File: src/rtl/dff_pipe_ce_pkg.sv
// rtl/dff_pipe_ce_pkg.sv - shared types and width helpers for the clock-enabled register pipeline
package dff_pkg;

    // Stage-select width: at least one bit even for a single stage
    function automatic int tw_of(input int depth);
        return (depth > 1) ? $clog2(depth) : 1;
    endfunction

    // Fill-counter width: must hold the value depth itself
    function automatic int cw_of(input int depth);
        return $clog2(depth + 1);
    endfunction

    // Per-cycle stage update decoded once from srst/load/ce
    typedef enum logic [1:0] {
        HOLD  = 2'd0,
        SHIFT = 2'd1,
        LOAD  = 2'd2,
        SRST  = 2'd3
    } mode_e;

endpackage

File: src/rtl/dff_pipe_ce_if.sv
// rtl/dff_pipe_ce_if.sv - data/control bundle for the register pipeline
interface dff_pipe_ce_if
    import dff_pkg::*;
#(
    parameter int WIDTH = 8,
    parameter int DEPTH = 4
);
    localparam int TW = tw_of(DEPTH);
    localparam int CW = cw_of(DEPTH);

    logic                   ce;
    logic                   load;
    logic [WIDTH-1:0]       d;
    logic [DEPTH*WIDTH-1:0] pd;
    logic [TW-1:0]          tap_sel;
    logic [WIDTH-1:0]       q;
    logic [WIDTH-1:0]       q_tap;
    logic [DEPTH*WIDTH-1:0] q_all;
    logic [CW-1:0]          fill_cnt;
    logic                   primed;

    modport master (
        output ce, load, d, pd, tap_sel,
        input  q, q_tap, q_all, fill_cnt, primed
    );

    modport slave (
        input  ce, load, d, pd, tap_sel,
        output q, q_tap, q_all, fill_cnt, primed
    );
endinterface

File: src/rtl/dff_pipe_ce_stage.sv
// rtl/dff_pipe_ce_stage.sv - one WIDTH-bit clock-enabled stage with async clear and sync reset
module dff_ce_stage #(
    parameter int               WIDTH   = 8,
    parameter logic [WIDTH-1:0] RST_VAL = '0
) (
    input  logic             clk,
    input  logic             clr,
    input  logic             srst,
    input  logic             ce,
    input  logic [WIDTH-1:0] d,
    output logic [WIDTH-1:0] q
);
    logic [WIDTH-1:0] q_q;

    // Stage register: clear wins, then sync reset, then enabled capture
    always_ff @(posedge clk or posedge clr) begin
        if (clr) begin
            q_q <= RST_VAL;
        end else if (srst) begin
            q_q <= RST_VAL;
        end else if (ce) begin
            q_q <= d;
        end
    end

    assign q = q_q;
endmodule

File: src/rtl/dff_pipe_ce.sv
// rtl/dff_pipe_ce.sv - enable-gated delay line with parallel load, tap mux and fill counter
module dff_pipe_ce
    import dff_pkg::*;
#(
    parameter int               WIDTH   = 8,
    parameter int               DEPTH   = 4,
    parameter logic [WIDTH-1:0] RST_VAL = '0
) (
    input  logic       clk,
    input  logic       clr,
    input  logic       srst,
    dff_pipe_ce_if.slave bus
);
    localparam int CW = cw_of(DEPTH);
    localparam logic [CW-1:0] FULL = CW'(DEPTH);

    mode_e            mode;
    logic             stage_ce;
    logic             stage_srst;
    logic [WIDTH-1:0] stg [DEPTH];
    logic [CW-1:0]    fill_cnt_q;
    logic [CW-1:0]    fill_cnt_d;

    // Decode the one update mode that applies this cycle, in priority order
    always_comb begin
        mode = HOLD;
        if (srst) begin
            mode = SRST;
        end else if (bus.load) begin
            mode = LOAD;
        end else if (bus.ce) begin
            mode = SHIFT;
        end
    end

    assign stage_srst = (mode == SRST);
    assign stage_ce   = (mode == SHIFT) || (mode == LOAD);

    for (genvar i = 0; i < DEPTH; i++) begin : g_stage
        logic [WIDTH-1:0] prev;
        logic [WIDTH-1:0] stage_d;

        if (i == 0) begin : g_head
            assign prev = bus.d;
        end else begin : g_body
            assign prev = stg[i-1];
        end

        assign stage_d = (mode == LOAD) ? bus.pd[i*WIDTH +: WIDTH] : prev;

        dff_ce_stage #(
            .WIDTH   (WIDTH),
            .RST_VAL (RST_VAL)
        ) u_stage (
            .clk  (clk),
            .clr  (clr),
            .srst (stage_srst),
            .ce   (stage_ce),
            .d    (stage_d),
            .q    (stg[i])
        );
    end

    // Next fill count: load fills instantly, shifts count up and saturate at DEPTH
    always_comb begin
        fill_cnt_d = fill_cnt_q;
        case (mode)
            SRST:    fill_cnt_d = '0;
            LOAD:    fill_cnt_d = FULL;
            SHIFT:   fill_cnt_d = (fill_cnt_q == FULL) ? fill_cnt_q : fill_cnt_q + CW'(1);
            default: fill_cnt_d = fill_cnt_q;
        endcase
    end

    // Fill counter register, cleared asynchronously with the stages
    always_ff @(posedge clk or posedge clr) begin
        if (clr) begin
            fill_cnt_q <= '0;
        end else begin
            fill_cnt_q <= fill_cnt_d;
        end
    end

    // Pack stages for q_all; out-of-range tap selects fall back to the last stage
    always_comb begin
        bus.q_all = '0;
        bus.q_tap = stg[DEPTH-1];
        for (int i = 0; i < DEPTH; i++) begin
            bus.q_all[i*WIDTH +: WIDTH] = stg[i];
            if (int'(bus.tap_sel) == i) begin
                bus.q_tap = stg[i];
            end
        end
    end

    assign bus.q        = stg[DEPTH-1];
    assign bus.fill_cnt = fill_cnt_q;
    assign bus.primed   = (fill_cnt_q == FULL);
endmodule
File: src/flat_wrapper.sv
// flat-port wrapper written by rule: the top's interface ports become plain ports
module dff_pipe_ce_flat import dff_pkg::*;
#(
    parameter int               WIDTH   = 8,
    parameter int               DEPTH   = 4,
    parameter logic [WIDTH-1:0] RST_VAL = '0
)
  (clk, clr, srst, bus_ce, bus_load, bus_d, bus_pd, bus_tap_sel, bus_q, bus_q_tap, bus_q_all, bus_fill_cnt, bus_primed);
  dff_pipe_ce_if #(.WIDTH(WIDTH), .DEPTH(DEPTH)) bus_i ();
  input  logic clk;
  input  logic clr;
  input  logic srst;
  input wire logic [$bits(bus_i.ce)-1:0] bus_ce;
  input wire logic [$bits(bus_i.load)-1:0] bus_load;
  input wire logic [$bits(bus_i.d)-1:0] bus_d;
  input wire logic [$bits(bus_i.pd)-1:0] bus_pd;
  input wire logic [$bits(bus_i.tap_sel)-1:0] bus_tap_sel;
  output wire logic [$bits(bus_i.q)-1:0] bus_q;
  output wire logic [$bits(bus_i.q_tap)-1:0] bus_q_tap;
  output wire logic [$bits(bus_i.q_all)-1:0] bus_q_all;
  output wire logic [$bits(bus_i.fill_cnt)-1:0] bus_fill_cnt;
  output wire logic [$bits(bus_i.primed)-1:0] bus_primed;
  assign bus_i.ce = bus_ce;
  assign bus_i.load = bus_load;
  assign bus_i.d = bus_d;
  assign bus_i.pd = bus_pd;
  assign bus_i.tap_sel = bus_tap_sel;
  assign bus_q = bus_i.q;
  assign bus_q_tap = bus_i.q_tap;
  assign bus_q_all = bus_i.q_all;
  assign bus_fill_cnt = bus_i.fill_cnt;
  assign bus_primed = bus_i.primed;
  dff_pipe_ce #(.WIDTH(WIDTH), .DEPTH(DEPTH), .RST_VAL(RST_VAL)) u_core (.clk(clk), .clr(clr), .srst(srst), .bus(bus_i));
endmodule
File: config.mk
export PLATFORM = sky130hd
export DESIGN_NAME = dff_pipe_ce_flat
export DESIGN_NICKNAME = d
export VERILOG_FILES = /design/src/rtl/dff_pipe_ce_pkg.sv /design/src/rtl/dff_pipe_ce_if.sv /design/src/rtl/dff_pipe_ce_stage.sv /design/src/rtl/dff_pipe_ce.sv /design/src/flat_wrapper.sv
export SDC_FILE = /design/constraint.sdc
export NUM_CORES = 1
export LEC_CHECK = 0
export CORE_MARGIN = 3
export CORE_UTILIZATION = 40
export CTS_CLUSTER_SIZE = 30
export DETAILED_ROUTE_END_ITERATION = 8
export GPL_ROUTABILITY_DRIVEN = 0
export HOLD_SLACK_MARGIN = 0.08
export PLACE_DENSITY = 0.82
export SETUP_SLACK_MARGIN = 0.3
export SYNTH_ARGS = -nofsm -noshare
export SYNTH_HDL_FRONTEND = slang
export SYNTH_SLANG_ARGS = --single-unit
File: constraint.sdc
create_clock -name clk -period 1.6 [get_ports clk]
set_input_delay 0.24 -clock clk [delete_from_list [all_inputs] [get_ports clk]]
set_output_delay 0.24 -clock clk [all_outputs]
set_load 0.05 [all_outputs]
== Word level (Yosys, flattened, before mapping) ==
Cells that the tools add are included.
Widths: inputs -> output; s select.
Storage, ports and cells
  input bits: 47
  output and inout bits: 52
  register bits after elaboration: 35
Operators by class
  add/sub/neg operators: 1
  muxes and demuxes: 21
  equal/unequal tests: 8
  reduce and logical (&&, ||, !) cells: 5
Operators with widths (number)
  $mux 8: 16
  $pmux 3 s3: 1
  $eq 2x2->1 const B: 4
  $eq 2x1->1 const B: 2
  $mux 2: 2
  $add 3x1->3 const B: 1
  $eq 3x3->1 const B: 1
  $mux 3: 1
  $reduce_bool 3->1: 1
  $logic_not 2->1: 1
  $ne 2x2->1 const B: 1
  $reduce_and 2->1: 1
  $reduce_bool 2->1: 1
  $logic_or 1x1->1: 1
  $mux 1: 1

== Depth between registers and ports, before layout ==
  depth after elaboration: 7
  depth in mapped cells: 9

== Cells and area by module ==
A second synthesis with hierarchy kept.
Second synthesis, totals
  cells, all modules: 195
  area, all modules: 2227.1 µm²
Modules (own cells, without submodules)
  dff_ce_stage: area an instance 329.1 µm², cells each 27, times used 4
  dff_pipe_ce: area an instance 910.9 µm², cells each 87, times used 1

== Worst setup path before layout ==
OpenSTA, ideal clock, no wires.
  path kind: reg-to-reg
  start point: reg u_core.fill_cnt_q[0] (netlist: u_core.bus.fill_cnt[0])
  end point: reg u_core.fill_cnt_q[0] (netlist: u_core.bus.fill_cnt[0])
  data required time: 1.514 ns
  period minus slack after synthesis: 1.857 ns
  setup time: 0.086 ns
  stages on the path, launching flop included: 6
  setup slack: -0.257 ns
  data arrival time: 1.771 ns
  cell sequence: dfrtp_1 > inv_1 > ha_1 > and2_1 > or2_2 > o21ai_0
Between the ends
  longest elaborated chain between the ends: 3
  elaborated cells between the ends (all ways): 6
RTL lines
  start, declared: line dff_pipe_ce.sv:21  | logic [CW-1:0] fill_cnt_q;
  start signal, assigned: line dff_pipe_ce.sv:80  | fill_cnt_q <= fill_cnt_d;
  $eq 3x3->1
  net bus_primed: line flat_wrapper.sv:22  | output wire logic [$bits(bus_i.primed)-1:0] bus_primed;
  $ne 2x2->1 (no line)
  $reduce_and 2->1 (no line)
The timed path passes the listed nets, and every way through them passes these cells. The select of a mux whose other input is x is not followed.
A chain may end at the register's enable or synchronous reset.

== Worst setup path after layout ==
  start point: reg u_core.g_stage[3].u_stage.q_q[3]
  end point: out bus_q_tap[3]
Between the ends
  longest elaborated chain between the ends: 4
RTL lines
  start, declared: line dff_pipe_ce_stage.sv:13  | logic [WIDTH-1:0] q_q;
  start signal, assigned: line dff_pipe_ce_stage.sv:18  | q_q <= RST_VAL;
  start signal, assigned: line dff_pipe_ce_stage.sv:20  | q_q <= RST_VAL;
  start signal, assigned: line dff_pipe_ce_stage.sv:22  | q_q <= d;
  $mux 8 (3 in series): line dff_pipe_ce.sv:90  | if (int'(bus.tap_sel) == i) begin
  $mux 8 (*): line dff_pipe_ce.sv:90
  end, declared: line flat_wrapper.sv:19  | output wire logic [$bits(bus_i.q_tap)-1:0] bus_q_tap;
Mark *: on every way between the ends. The rest lies on a longest branch, timed or not.

==> out/qor.yml <==
fillerInstances: 338
ys_warn_count: 0
crit_fanout: 2
period_share_pct: 101
holdBufCountCts: 0
wl_per_cell_um: 16.2
portBuffers: 98
start_util_pct: 42.2
clock_skew_ps: 5.42
r2r-start: "u_core.bus.fill_cnt[1]"
power.density_mw_per_mm2: 832
power.switching_mw: 1.18
worstMarginPinSlew_ps: 460
grt_use_total_pct: 22.7
ctsHtreeMaxLevel: 2
swShare_pct: 38.3
r2r_cells: 6
seqPwrFrac_pct: 33.4
drtPass1Iterations: 5
synth_top_area_share_pct: 43.4
hpwl_mm: 4.11
syn_area_per_cell_sq_um: 10.2
slew_headroom_pct: 69.4
grt_pass1_vias: 2084
vias: 2110
synthSimpleGateAreaFrac_pct: 9.24
synthXorXnorAreaFrac_pct: 0
ys_async_sr_fraction_pct: 100
comb_power_share_pct: 46.4
r2r_slack_ps: 290
endpoint_kind: "output pin"
critPathKind: "flop to output pin"
drv_slew: 0
register_area_sq_um: 918
synth_cells: 197
cts_root_buf: "clkbuf_8"
status: "complete, but fails checks"
max-cap-violations: 0
pwr-share-clk_pct: 20.1
finalWirelength_mm: 6.61
fin_ws_ps: -8.29
clockBufferDepth: 2
synth_cell_type_count: 23
area_growth_pct: 83.1
die_w_um: 77.0
syn-num-nets: 250
fp.dieH_um: 77.0
setup_viol: 2
die-area_sq_mm: 0.00593
reg2reg_to: "u_core.bus.fill_cnt[2]"
antenna_found_initial: 0
grt_overflow_total: 0
postRouteAntennaNets: 0
vias_per_cell: 5.18
yosys.area_share.adder_pct: 3.72
ys.flop_type: "dfrtp_1"
drc: 0
violations: "setup timing"
fin_util_pct: 77.2
clock-sinks: 35
multi_input_area_sq_mm: 0.00110
critical_path.startpoint_type: "flop"
fp-row-count: 25
clk_pin_slew_worst_paths_ps: 70
synth-edff-count: 0
nets: 392
grt_pass1_wl_mm: 10.6
core_region_area_sq_mm: 0.00479
fmax_mhz: 622
drt_iter0_markers: 132
synth_top_family_by_area: "multiplexers"
yosys-top-cells-area: "dfrtp_1 (43%), mux2i_1 (16%), mux4_2 (8.9%)"
synthesis.area_sq_mm: 0.00202
hold_slack_ps: 356
finalCriticalPeriod_ps: 1610
clk_latency_ps: 280
antenna_cells: 0
synth_top_area_cell: "dfrtp_1"
drive_gt1_share_pct: 53.8
synthMuxAreaShare_pct: 24.8
synth_compound_area_share_pct: 10.9
pre_cts_slack_ps: -524
ios: 99
peakVddDrop_mv: 0.428
finalHoldViolations: 0
leakagePower_nw: 1.64
internal-power_mw: 1.90
grt_max_degree: 36
synth-seq-area-share_pct: 43.4
crit_arrival_ps: 1370
synth-seq-cells: 35
rsz0062_at_grt: "yes"
fin_tns_setup_ps: -13.7
cts_tree: "built"
cts_buffers: 5
hold_class: "primary input to asynchronous set/reset pin"
required_ps: 1360
[cells by family after synthesis]
group	Yosys count
buf+inv	30
fa+ha+maj	6
mux	40
simple gates	45
compound gates	41
flops	35
[cell usage after synthesis, types with 2 or more instances]
cell type and count:
ha_1 6, clkbuf_1 6, buf_4 10, nand2b_1 2, mux4_2 8, a21oi_1 2
buf_2 5, o21ai_0 33, o2bb2ai_1 2, inv_1 8, mux2i_1 32, dfrtp_1 35
o21ai_1 2, nand2_1 37
[power groups by stage]
stage / logic [mW] / clock network, mW / registers, mW
global route: 1.50 / 0.667 / 1.04
floorplan: 0.503 / 0 / 1.35
CTS: 1.41 / 0.634 / 1.02
finish: 1.43 / 0.619 / 1.03
global placement: 1.13 / 0 / 1.08
detailed placement: 1.14 / 0 / 1.09
[how the worst max path moves through the flow]
stage	from	to	depth (start not counted)
detailed placement	bus_load	u_core.g_stage[0].u_stage.q[1]	6
floorplan	u_core.bus.fill_cnt[0]	u_core.bus.fill_cnt[0]	5
global route	u_core.g_stage[3].u_stage.q[2]	bus_q_tap[2]	2
finish	u_core.g_stage[3].u_stage.q[3]	bus_q_tap[3]	2
CTS	u_core.g_stage[3].u_stage.q[3]	bus_q_tap[3]	2
global placement	bus_load	u_core.g_stage[1].u_stage.q[1]	6
[sequential cells by signal (all words and copies together) (netlist names)]
| name | flops |
|---|---|
| u_core.g_stage.u_stage.q | 32 |
| u_core.bus.fill_cnt | 3 |
[through the flow]
| stage | power (mW) | std cells | cell area, sq um |
|---|---|---|---|
| floorplan | 1.85 | 197 | 2210 |
| global placement | 2.21 | 355 | 3100 |
| detailed placement | 2.23 | 355 | 3100 |
| CTS | 3.07 | 405 | 3660 |
| global route | 3.20 | 407 | 3690 |
| finish | 3.07 | 407 | 3690 |
[metal layers]
metal	track usage, %	part of all wire (%)	wire (um)
met3	4.69	6.2	410
met5	0	0	0
met4	4.80	0.83	55
met1	26.8	41	2680
met2	42.3	52	3460
[area by class of cell]
type                       instances  area share, %
clock buffer                       5           1.86
clock inverter                     3          0.406
inverter                           8           1.08
multi-input combinational        134           29.8
sequential                        35           24.9
tap                               67           2.27
timing repair buffer             155           39.7
[critical path, stage by stage, from the launching register on]
cell     delay (ps)
dfrtp_2         420
mux4_2          500
buf_8           170
[cells in the final DEF (no fill, tap or decap), types with 5 or more instances in the layout]
cell / count
dfrtp_2: 34
clkdlybuf4s50_1: 41
buf_8: 11
ha_4: 6
clkbuf_8: 5
o21ai_1: 33
mux4_2: 8
nand2_1: 36
buf_6: 8
mux2i_1: 32
buf_4: 85
[what timing repair did]
action / in CTS / in global routing
gates resized for setup: 54 / 6
setup endpoints to repair: 44 / 19
setup buffers: 38 / 2
gates cloned: 4 / 0
pin swaps: 11 / 2
Power figures use the tool's default switching activity.
